**src/rtl/mcnc_bench_pkg.sv**
```systemverilog
// Shared types and constants for the mcnc combinational benchmark driver.
// Contents: FSM state enum, LFSR38 / MISR16 tap masks, default LFSR seed.
package mcnc_bench_pkg;

    localparam int unsigned LFSR_WIDTH = 38;
    localparam int unsigned SIG_WIDTH  = 16;

    // Feedback taps: LFSR bits 37,5,4,0; MISR bits 15,14,12,3
    localparam logic [LFSR_WIDTH-1:0] LFSR_TAPS    = 38'h20_0000_0031;
    localparam logic [SIG_WIDTH-1:0]  MISR_TAPS    = 16'hD008;
    localparam logic [LFSR_WIDTH-1:0] DEFAULT_SEED = 38'h1;

    typedef enum logic [1:0] {
        IDLE  = 2'd0,
        RUN   = 2'd1,
        DRAIN = 2'd2,
        DONE  = 2'd3
    } state_t;

endpackage

```
**src/rtl/mcnc_misr.sv**
```systemverilog
// Multiple-input signature register compacting benchmark responses.
// Ports: clk, rst_n (async active-low), clr (sync clear, wins over en),
//        en (absorb din this edge), din (response), sig (signature state).
module mcnc_misr
    import mcnc_bench_pkg::*;
#(
    parameter int unsigned MISR_WIDTH = 16,
    parameter int unsigned PO_WIDTH   = 3,
    parameter logic [MISR_WIDTH-1:0] TAPS = MISR_WIDTH'(MISR_TAPS)
) (
    input  logic                  clk,
    input  logic                  rst_n,
    input  logic                  clr,
    input  logic                  en,
    input  logic [PO_WIDTH-1:0]   din,
    output logic [MISR_WIDTH-1:0] sig
);

    logic fb;

    assign fb = ^(sig & TAPS);

    // Shift with feedback, then fold in the zero-extended response
    always_ff @(posedge clk or negedge rst_n) begin
        if (!rst_n) begin
            sig <= '0;
        end else if (clr) begin
            sig <= '0;
        end else if (en) begin
            sig <= {sig[MISR_WIDTH-2:0], fb} ^ MISR_WIDTH'(din);
        end
    end

endmodule

```
**src/rtl/mcnc_pattern_driver.sv**
```systemverilog
// Drives N LFSR vectors into a combinational benchmark and compacts the responses.
// Ports: clk, rst_n (async active-low), start, num_vectors, seed (sampled on accept),
//        pi (registered vector out), po (benchmark response in), busy, done,
//        signature (MISR state), vec_count (responses captured this run).
module mcnc_pattern_driver
    import mcnc_bench_pkg::*;
#(
    parameter int unsigned PI_WIDTH   = 38,
    parameter int unsigned PO_WIDTH   = 3,
    parameter int unsigned MISR_WIDTH = 16,
    parameter int unsigned CNT_WIDTH  = 32
) (
    input  logic                  clk,
    input  logic                  rst_n,
    input  logic                  start,
    input  logic [CNT_WIDTH-1:0]  num_vectors,
    input  logic [PI_WIDTH-1:0]   seed,
    output logic [PI_WIDTH-1:0]   pi,
    input  logic [PO_WIDTH-1:0]   po,
    output logic                  busy,
    output logic                  done,
    output logic [MISR_WIDTH-1:0] signature,
    output logic [CNT_WIDTH-1:0]  vec_count
);

    localparam logic [PI_WIDTH-1:0] TAPS = PI_WIDTH'(LFSR_TAPS);

    state_t               state_q, state_d;
    logic [PI_WIDTH-1:0]  lfsr_q;
    logic [CNT_WIDTH-1:0] cnt_q;
    logic [CNT_WIDTH-1:0] n_q;
    logic [PO_WIDTH-1:0]  po_q;
    logic                 po_v;
    logic                 busy_q;
    logic                 done_q;
    logic                 accept;
    logic                 capture;
    logic                 advance;
    logic                 drain;
    logic                 lfsr_fb;

    assign lfsr_fb = ^(lfsr_q & TAPS);

    // State register
    always_ff @(posedge clk or negedge rst_n) begin
        if (!rst_n) begin
            state_q <= IDLE;
        end else begin
            state_q <= state_d;
        end
    end

    // Next state and datapath controls
    always_comb begin
        state_d = state_q;
        accept  = 1'b0;
        capture = 1'b0;
        advance = 1'b0;
        drain   = 1'b0;
        case (state_q)
            IDLE, DONE: begin
                if (start) begin
                    accept  = 1'b1;
                    state_d = (num_vectors == '0) ? DONE : RUN;
                end
            end
            RUN: begin
                capture = 1'b1;
                // Last capture keeps the final vector on pi; count lands exactly on N
                if (cnt_q == n_q - CNT_WIDTH'(1)) begin
                    state_d = DRAIN;
                end else begin
                    advance = 1'b1;
                end
            end
            DRAIN: begin
                drain   = 1'b1;
                state_d = DONE;
            end
            default: state_d = IDLE;
        endcase
    end

    // Vector generator, response capture, counter and status flags
    always_ff @(posedge clk or negedge rst_n) begin
        if (!rst_n) begin
            lfsr_q <= '0;
            cnt_q  <= '0;
            n_q    <= '0;
            po_q   <= '0;
            po_v   <= 1'b0;
            busy_q <= 1'b0;
            done_q <= 1'b0;
        end else begin
            busy_q <= (state_d == RUN) || (state_d == DRAIN);
            done_q <= (state_d == DONE);
            if (accept) begin
                lfsr_q <= (seed == '0) ? PI_WIDTH'(DEFAULT_SEED) : seed;
                cnt_q  <= '0;
                n_q    <= num_vectors;
                po_v   <= 1'b0;
            end else if (capture) begin
                po_q  <= po;
                po_v  <= 1'b1;
                cnt_q <= cnt_q + CNT_WIDTH'(1);
                if (advance) begin
                    lfsr_q <= {lfsr_q[PI_WIDTH-2:0], lfsr_fb};
                end
            end else if (drain) begin
                po_v <= 1'b0;
            end
        end
    end

    mcnc_misr #(
        .MISR_WIDTH (MISR_WIDTH),
        .PO_WIDTH   (PO_WIDTH)
    ) u_misr (
        .clk   (clk),
        .rst_n (rst_n),
        .clr   (accept),
        .en    (po_v),
        .din   (po_q),
        .sig   (signature)
    );

    assign pi        = lfsr_q;
    assign busy      = busy_q;
    assign done      = done_q;
    assign vec_count = cnt_q;

endmodule

```
**config.mk**
```make
export PLATFORM = sky130hd
export DESIGN_NAME = mcnc_pattern_driver
export DESIGN_NICKNAME = d
export VERILOG_FILES = /design/src/rtl/mcnc_bench_pkg.sv /design/src/rtl/mcnc_misr.sv /design/src/rtl/mcnc_pattern_driver.sv
export SDC_FILE = /design/constraint.sdc
export NUM_CORES = 1
export LEC_CHECK = 0
export BUFFER_PORTS_ARGS = -buffer_cell sky130_fd_sc_hd__clkbuf_2
export CAP_MARGIN = 10
export CORE_MARGIN = 1
export CORE_UTILIZATION = 45
export DETAILED_ROUTE_END_ITERATION = 7
export PLACE_DENSITY = 0.79
export SLEW_MARGIN = 10
export SYNTH_ARGS = -nofsm -noshare
export SYNTH_HDL_FRONTEND = slang
export SYNTH_SLANG_ARGS = --single-unit
```
**constraint.sdc**
```tcl
create_clock -name clk -period 5.1 [get_ports clk]
set_clock_uncertainty 0.05 [all_clocks]
set_input_delay 0.255 -clock clk [delete_from_list [all_inputs] [get_ports clk]]
set_output_delay 0.255 -clock clk [all_outputs]
set_load 0.02 [all_outputs]
```
==> Word-level counts from Yosys, hierarchy flattened <==
Cells that the tools add are included.
{ "totals": {"ff_bits": 126, "out_inout_bits": 88, "word_cells": 54, "mem_bits_rw": 0, "inputBits": 76, "romBits": 0, "latchBits": 0, "memories": 0} }
{ "classes": {"mul": 0, "n_reduce_logical": 13, "n_div": 0, "mux": 21, "magnitude_cmp": 0, "eq_ne": 7, "bitwise_logic": 2, "add_sub_neg": 2, "n_shift": 0} }
{ "ops": {"columns": ["operator", "count"], "rows": [
  ["$mux 38", 4],
  ["$mux 32", 2],
  ["$logic_not 38->1", 1],
  ["$reduce_xor 38->1", 1],
  ["$add 32x1->32 const B", 1],
  ["$eq 32x32->1", 1],
  ["$logic_not 32->1", 1],
  ["$mux 16", 2],
  ["$sub 32x1->32 const B", 1],
  ["$reduce_xor 16->1", 1],
  ["$xor 16x3->16", 1],
  ["$mux 1", 9],
  ["$eq 2x2->1 const B", 4],
  ["$mux 2", 3],
  ["$pmux 2 s3", 1],
  ["$reduce_bool 2->1", 3],
  ["$eq 2x1->1 const B", 2],
  ["$reduce_and 2->1", 2],
  ["$reduce_bool 3->1", 1],
  ["$logic_not 2->1", 1],
  ["$reduce_or 2->1", 1],
  ["$logic_or 1x1->1", 1],
  ["$not 1->1", 1]
]} }

==> Depth between registers and ports, before layout <==
Gate-level depths: netlist of run 1.
{ "logic_depth": {"word_depth": 7, "depth_mapped": 13, "mapped_depth_nobuf": 11} }

==> By module <==
From an unflattened synthesis of run 1, not the netlist that was laid out.
{ "unflattened": {"cells_unflattened": 776, "area_unflattened_um2": 6930.4} }
{ "modules_own_cells": {"columns": ["module", "cells_per_inst", "n_inst", "seq_area_each_um2", "area_each_um2"], "rows": [
  ["mcnc_pattern_driver", 717, 1, 2752.6, 6213.5],
  ["mcnc_misr", 59, 1, 400.4, 716.9]
]} }

==> Worst setup path before layout of run 1 <==
Ideal clock, no wire load.
{ "synth_timing": {"path_type": "register to register", "startpoint": "reg n_q[8]", "endpoint": "reg busy_q, in the netlist busy", "stages_incl_launch_ff": 10, "path_buffers": 0, "setup_ns": 0.126, "period_less_slack_ns": 3.613, "t_required_ns": 4.924, "arrival_ns": 3.437, "slack_ns": 1.487, "cell_sequence": "dfrtp_1 -> nor4_2 -> nand4_1 -> or4b_1 -> xnor2_1 -> a2111oi_2 -> or3b_1 -> or2_1 -> a31o_1 -> ha_1"} }
{ "synth_between": {"elab_chain_cells": 6, "word_cells_on_any_way": 7, "classes_between": "add/sub (1); eq/ne (3); mux (2); reduce/logical (1)"} }
{ "synth_rtl": {"columns": ["item", "line", "rtl"], "rows": [
  ["start: declaration", "mcnc_pattern_driver.sv:31", "logic [CNT_WIDTH-1:0] n_q;"],
  ["start signal: assignment", "mcnc_pattern_driver.sv:100", "n_q <= num_vectors;"],
  ["$sub 32x1->32 (*)", "mcnc_pattern_driver.sv:70", "if (cnt_q == n_q - CNT_WIDTH'(1)) begin"],
  ["$eq 32x32->1 (*)", "mcnc_pattern_driver.sv:70", null],
  ["$mux 2 (*)", "mcnc_pattern_driver.sv:70", null],
  ["$pmux 2 s3 (*)", "mcnc_pattern_driver.sv:60", "case (state_q)"],
  ["via state_d[0]", "mcnc_pattern_driver.sv:28", "state_t state_q, state_d;"],
  ["$eq 2x1->1 or $eq 2x2->1 (tied branches)", "mcnc_pattern_driver.sv:95", "busy_q <= (state_d == RUN) || (state_d == DRAIN);"],
  ["$logic_or 1x1->1 (*)", "mcnc_pattern_driver.sv:95", null],
  ["end signal: assignment", "mcnc_pattern_driver.sv:95", null],
  ["end: declaration", "mcnc_pattern_driver.sv:34", "logic busy_q;"]
]} }
Mark *: on every way through the listed nets, which the timed path passes. The rest lies on a longest branch.
A chain may end at the register's enable or synchronous reset.

==> Final worst setup path of run 1 <==
Same ends and word-level chain as after synthesis.

==> key figures, run 1 <==
Critical path
  – Crit Path Class: reg2reg
  – Crit path launch type: flip-flop
  – WP data required: 5.35 ns
  – CP max FO: 7
  – Crit path DAT: 4.41 ns
  – Crit end category: flip-flop

Outcome
  – Status: complete, no violations

Yosys
  – Most common cell in the netlist: nand2_1
  – Compound-Gate Fraction of Synth Area: ~15%
  – Synth area leader: dfrtp_1
  – Post-synthesis mux area share: 2.870%
  – Most area-consuming cells after synthesis: dfrtp_1 (40%), nand2_1 (8.9%), nor2_1 (5.0%), xnor2_1 (4.9%), o311a_1 (4.6%)
  – Synth Area in Simple Gates: 27.84%
  – Synth Net Count: between 1k and 1.5k
  – Primary FF master, synth: dfrtp_1
  – Syn Area/Cell: 8.327 um^2
  – Synth warnings: 0
  – Post-synth top area share: 40.41%
  – Area share of fa/ha/maj cells after synthesis: 0.8018%
  – Unique masters post-synth: 65
  – Ys async rst share: 100.0%
  – Seq/Total Area, Yosys: 40.41%
  – Most common library cells after synthesis: nand2_1 (184), dfrtp_1 (126), nor2_1 (103), o21ai_0 (52), clkbuf_1 (48)
  – Cells after Synth: 937
  – Post-Synth XOR/XNOR Area: ~8.6%
  – Yosys reg bits: 126
  – Main combinational cell family by area after synthesis: simple AND/OR/NAND/NOR gates
  – Number of flops mapped to enable cells by yosys: 0
  – Synthesized cell area: ~0.0078 mm^2

Clocking
  – Clk root buf: clkbuf_16
  – Worst-path clk slew: roughly 0.06 ns
  – Post-CTS sizing: 0
  – TritonCTS clock tree: yes
  – Num CTS Buffers: 17
  – Clock Latency Late Sink: 0.42 ns
  – TritonCTS Sinks: 126
  – Post-CTS Hold Buffers: 14
  – Setup Buffers After CTS: 0
  – Maximum root-to-sink buffer count: 2
  – H-Tree Depth: 4

Global routing
  – Overall routing resource usage: 24.88%
  – Vias in the first global route: 6897
  – GRT overflow: 0
  – Initial antenna violation count: 0
  – Largest net degree at the start of global routing: 120
  – First-pass GRT wire length: around 35000 um

Timing
  – Worst slew pin tran: 1.123 ns
  – Final Hold Vio Count: 0
  – Final setup fails: 0
  – Hold_ws: 0.007730 ns
  – Slew margin rel.: 25.13%
  – Max frequency: 240.5 MHz
  – Final Critical Period: 4.159 ns
  – Setup tns final: 0 ns
  – Slew Viols, Final: 0
  – RSZ-0062 raised after global routing: false
  – Final worst path period share: between 80% and 90%

Final layout
  – Syn-to-layout area delta: 21.78%
  – Finished Layout Cells: about 1.3k
  – Layout cell share with drive strength beyond 1: 20.64%
  – Number of antenna repair diodes: 0
  – Final instance area: 0.009502 mm^2
  – Nets@finish: 1158

Place
  – Post-DP HPWL: 14790 um
  – Port buffer count: 163
  – Placed cell areas: 0.008733 mm^2
  – Gpl congestion: 0.8907
  – Placed insts: 1264

Floorplanning
  – Horiz. Die Dim: around 130 um
  – Initial Util: 46.55%
  – Die Height: between 100 and 150 um
  – Number of core rows: 47
  – I/O Pins: 164
  – Core ar.: 0.01676 mm^2
  – Die area: around 0.018 mm^2

Drt
  – Mean routed wirelength per cell: 16.55 um
  – Initial DRC Count: 572
  – Via Count: 7466
  – Drt pass-1 iters: 5
  – Post-route DRC: 0
  – Antenna Nets Post-Route: 0
  – Via density: 5.699
  – Detailed Route WL: about 22000 um

Power and ir drop
  – Power per cell area: 291.9 mW/mm^2
  – Leak pwr: roughly 4.5 nW
  – PnR Total Power: 2.774 mW
  – Max IR drop VDD: between 0.3 and 0.4 mV

Hold path
  – Hold Path Class: in2reg

Run
  – Number of max-cap violations: 0
==> power breakdown <==
group          internal [mW]  total (mW)  switching, mW
registers               1.07        1.13         0.0629
clock network          0.831        1.30          0.465
logic                  0.145       0.347          0.201
total                   2.04        2.77          0.729
==> final cells by class <==
| type | instances | area, um^2 |
|---|---|---|
| clock inverters | 10 | 133.9 |
| inverters | 14 | 52.55 |
| multi-input cells | 731 | 4359 |
| clock buffers | 22 | 494.2 |
| repair buffers | 187 | 1033 |
| fillers | 1543 | 7258 |
| well taps | 220 | 275.3 |
| flip-flops and latches | 126 | 3153 |
==> kinds of logic (layout without fill, tap and decap cells) <==
| kind of cell | count (synthesis) | count (layout) |
|---|---|---|
| AOI/OAI and AO/OA | 172 | 172 |
| xor gates and xnor gates | 77 | 77 |
| adders and majority gates | 5 | 5 |
| buffers and inverters | 80 | 233 |
| DFF | 126 | 126 |
| muxes | 22 | 22 |
| and+or+nand+nor | 455 | 455 |
==> worst max-delay path, cell delays in order, from the launching register on <==
cell	delay, ns
dfrtp_1	0.45
nor4_2	0.58
nand4_1	0.42
or4b_1	0.62
xnor2_1	0.15
a2111oi_2	0.51
or3b_1	0.44
or2_1	0.28
a31o_1	0.24
ha_1	0.29
==> cells in the final DEF (no fill, tap or decap), drive strengths merged, types with 4 or more instances in the layout <==
cell         count
nand4           15
and3             6
clkbuf         184
a21oi           13
nand3           22
dlygate4sd3     14
or3              9
inv             14
o211ai           4
a211oi           4
nor3            18
or4              9
ha               5
o21ai           54
xor2            33
nand2          185
mux2i           19
xnor2           44
buf             11
nor2           103
o311a           36
dfrtp          126
nand2b          40
nor4            31
clkinv           5
o22ai           37
==> registers in the layout, indices dropped and copies added, names as in the netlist <==
signal and count:
po_v 1, vec_count 32, pi 38, n_q 32
state_q 2, busy 1, done 1, u_misr.sig 16
po_q 3
==> worst paths after layout <==
kind                                      start  endpoint  slack (ns)  cells past startpoint
worst min register to register          n_q[31]   n_q[31]        0.47                      2
max in group asynchronous                 rst_n     pi[2]        3.81                      3
worst max register to register           n_q[8]      busy        0.94                      9
min in group asynchronous                 rst_n    n_q[8]        0.19                      2
worst min-delay path            num_vectors[22]   n_q[22]       0.008                      3
worst max-delay path                     n_q[8]      busy        0.94                      9
==> routing by layer <==
| metal | track usage (%) | routed length (um) |
|---|---|---|
| met5 | 0 | 0 |
| met4 | 7.008 | 297 |
| met3 | 6.279 | 1371 |
| met2 | 40.02 | 10380 |
| met1 | 33.13 | 9637 |
==> through the flow <==
| stage | util [%] | worst slack (ns) |
|---|---|---|
| 3_3_place_gp | 52.11 | 1.020 |
| 4_1_cts | 56.69 | 0.9719 |
| 5_1_grt | 56.69 | 0.7082 |
| 2_1_floorplan | - | 1.487 |
| 3_5_place_dp | 52.11 | 1.012 |
| 6_report | 56.69 | 0.9413 |
Note: power is estimated with default switching activity, not from simulation.
==> inputs of run 2 (changes only) <==
--- a/config.mk
+++ b/config.mk
@@ -10,7 +10,7 @@
 export CORE_MARGIN = 1
 export CORE_UTILIZATION = 45
 export DETAILED_ROUTE_END_ITERATION = 7
-export PLACE_DENSITY = 0.79
+export PLACE_DENSITY = 0.81
 export SLEW_MARGIN = 10
 export SYNTH_ARGS = -nofsm -noshare
 export SYNTH_HDL_FRONTEND = slang
==> constraint.sdc (replaced) <==
create_clock -name clk -period 3.7 [get_ports clk]
set_clock_uncertainty 0.05 [all_clocks]
set_input_delay 0.185 -clock clk [delete_from_list [all_inputs] [get_ports clk]]
set_output_delay 0.185 -clock clk [all_outputs]
set_load 0.02 [all_outputs]
==> key figures, run 2 (same netlist as run 1, synthesis figures left out) <==
Final layout
  – Layout cell share with drive strength beyond 1: 22.61% (+2.0 points)
  – Final instance area: 0.009985 mm^2 (+5.1%)
  – Finished Layout Cells: 1361 (+3.9%)
  – Max FFs per register: 38 (unchanged)
  – Commonest non-fill, non-tap cell in the layout: nand2_1
  – Nets@finish: 1209 (+4.4%)
  – Syn-to-layout area delta: 27.97%
  – Sequential cell area: 0.003153 mm^2 (unchanged)
  – Area of the multi-input gates: 0.004412 mm^2 (+1.2%)
  – Number of fill cells: 1481 (-4.0%)
  – Most frequent cells in the layout: nand2_1 (184), clkbuf_2 (162), dfrtp_1 (126), nor2_1 (103), o21ai_0 (52)
  – Number of antenna repair diodes: 0 (unchanged)

Drt
  – Initial DRC Count: 581 (+1.6%)
  – Drt pass-1 iters: 5 (unchanged)
  – Post-route DRC: 0 (unchanged)
  – Via density: 5.721 (+0.38%)
  – Via Count: 7786 (+4.3%)
  – Detailed Route WL: 22590 um (+4.2%)
  – Mean routed wirelength per cell: 16.60 um (+0.27%)
  – Antenna Nets Post-Route: 0 (unchanged)

Critical path
  – Worst reg-to-reg path cell count: 9 (unchanged)
  – Crit Path Class: reg2reg
  – Worst R2R End: busy
  – Crit path DAT: 3.81 ns (-0.60 ns)
  – Crit path launch type: flip-flop
  – Reg2reg setup slack: 0.14 ns (-0.80 ns)
  – CP max FO: 5 (-2)
  – Worst r2r src: n_q[17]
  – WP data required: 3.94 ns (-1.41 ns)
  – Crit end category: flip-flop

Hold path
  – Hold Path Depth: 4 (+1)
  – Worst min-delay path startpoint: seed[23]
  – Worst Hold End: pi[23]
  – Hold Path Class: in2reg

Clocking
  – H-Tree Depth: 4 (unchanged)
  – Clock Latency Late Sink: 0.42 ns (about the same)
  – TritonCTS clock tree: yes
  – TritonCTS Sinks: 126 (unchanged)
  – Num CTS Buffers: 17 (unchanged)
  – Maximum root-to-sink buffer count: 2 (unchanged)
  – Worst-path clk slew: 0.06 ns (about the same)
  – Clk root buf: clkbuf_16

Global routing
  – Initial antenna violation count: 0 (unchanged)
  – Vias in the first global route: 7267 (+5.4%)
  – GRT overflow: 0 (unchanged)
  – Overall routing resource usage: 26.04% (+1.2 points)
  – First-pass GRT wire length: 36860 um (+4.0%)
  – Largest net degree at the start of global routing: 91 (-24%)

Power and ir drop
  – Power per cell area: 377.1 mW/mm^2 (+29%)
  – Max IR drop VDD: 0.3147 mV (+0.96%)
  – PnR Total Power: 3.765 mW (+36%)
  – Leak pwr: 4.744 nW (+5.2%)

Place
  – Post-DP HPWL: 15050 um (+1.8%)
  – Port buffer count: 163 (unchanged)
  – Placed insts: 1289 (+2.0%)
  – Placed cell areas: 0.008946 mm^2 (+2.4%)
  – Gpl congestion: 0.9070 (+1.8%)

Timing
  – Setup tns final: 0 ns (unchanged)
  – Worst slew pin tran: 0.9004 ns (-0.2227 ns)
  – Slew margin rel.: 39.97% (+15 points)
  – Final setup fails: 0 (unchanged)
  – RSZ-0062 raised after global routing: false
  – Final worst path period share: 96.25% (+15 points)
  – Slew Viols, Final: 0 (unchanged)
  – Final Hold Vio Count: 0 (unchanged)
  – Max frequency: 280.8 MHz (+17%)
  – Final Critical Period: 3.561 ns (-0.5975 ns)

Floorplanning
  – Horiz. Die Dim: 133.7 um (unchanged)
  – Die area: 0.01787 mm^2 (unchanged)
  – Core ar.: 0.01676 mm^2 (unchanged)
  – Die Height: 133.7 um (unchanged)
  – Initial Util: 46.55% (unchanged)
  – Number of core rows: 47 (unchanged)
  – I/O Pins: 164 (unchanged)

Outcome
  – Status: complete, no violations

Run
  – Number of max-cap violations: 0 (unchanged)
## run 2: final cells by class
type | instances | share of cell area, %
multi-input cells | 731 | 44.19
flip-flops and latches | 126 | 31.58
repair buffers | 238 | 14.99
clock buffers | 18 | 4.298
well taps | 220 | 2.757
clock inverters | 14 | 1.667
inverters | 14 | 0.5263
## run 2: repair_timing
| item | CTS | global route |
|---|---|---|
| resized for setup | 0 | 8 |
| setup buffers | 0 | 4 |
| endpoints found under the setup margin | 0 | 2 |
| hold endpoints to repair | 99 | 0 |
| hold buffers | 36 | 0 |
## run 2: routing by layer
metal	vias up	routed length, um	global-route usage [%]
li1	3699	-	-
met1	3745	9831	34.56
met2	306	10610	41.06
met3	36	1671	6.279
met4	0	477	9.912
met5	-	0	0
## run 2: how the worst max path moves through the flow
stage	from	endpoint	slack, ns	depth (start not counted)
detailed placement	n_q[1]	busy	0.04	9
floorplan	n_q[8]	busy	0.09	9
CTS	n_q[1]	busy	0.02	9
finish	n_q[17]	busy	0.14	9
global placement	n_q[1]	busy	0.07	9
global route	n_q[17]	busy	0.004	9
## run 2: per-stage QoR
step	hold WS, ns	util (%)	setup slack, ns
finish	0.05640	59.57	0.1388
CTS	0.02871	59.08	0.02213
global placement	0.2868	53.38	0.06846
detailed placement	0.3056	53.38	0.04462
global route	0.06039	59.57	0.003623
floorplan	-0.1606	-	0.08728
## run 2: power breakdown
part	internal (mW)	total (mW)	switching, mW	leakage, nW
Sequential	1.47	1.56	0.0866	1.58
Clock	1.06	1.71	0.647	0.282
Combinational	0.216	0.501	0.285	2.88
Total	2.75	3.76	1.02	4.74
## run 2: worst max-delay path: stages (launching register included)
cell and delay [ns]:
dfrtp_1 0.46, nor4_4 0.38, nand3_2 0.12, or3_1 0.38, a2111o_1 0.45, a2111oi_4 0.38, or3b_1 0.40, or2_1 0.28
a31o_1 0.25, ha_1 0.28
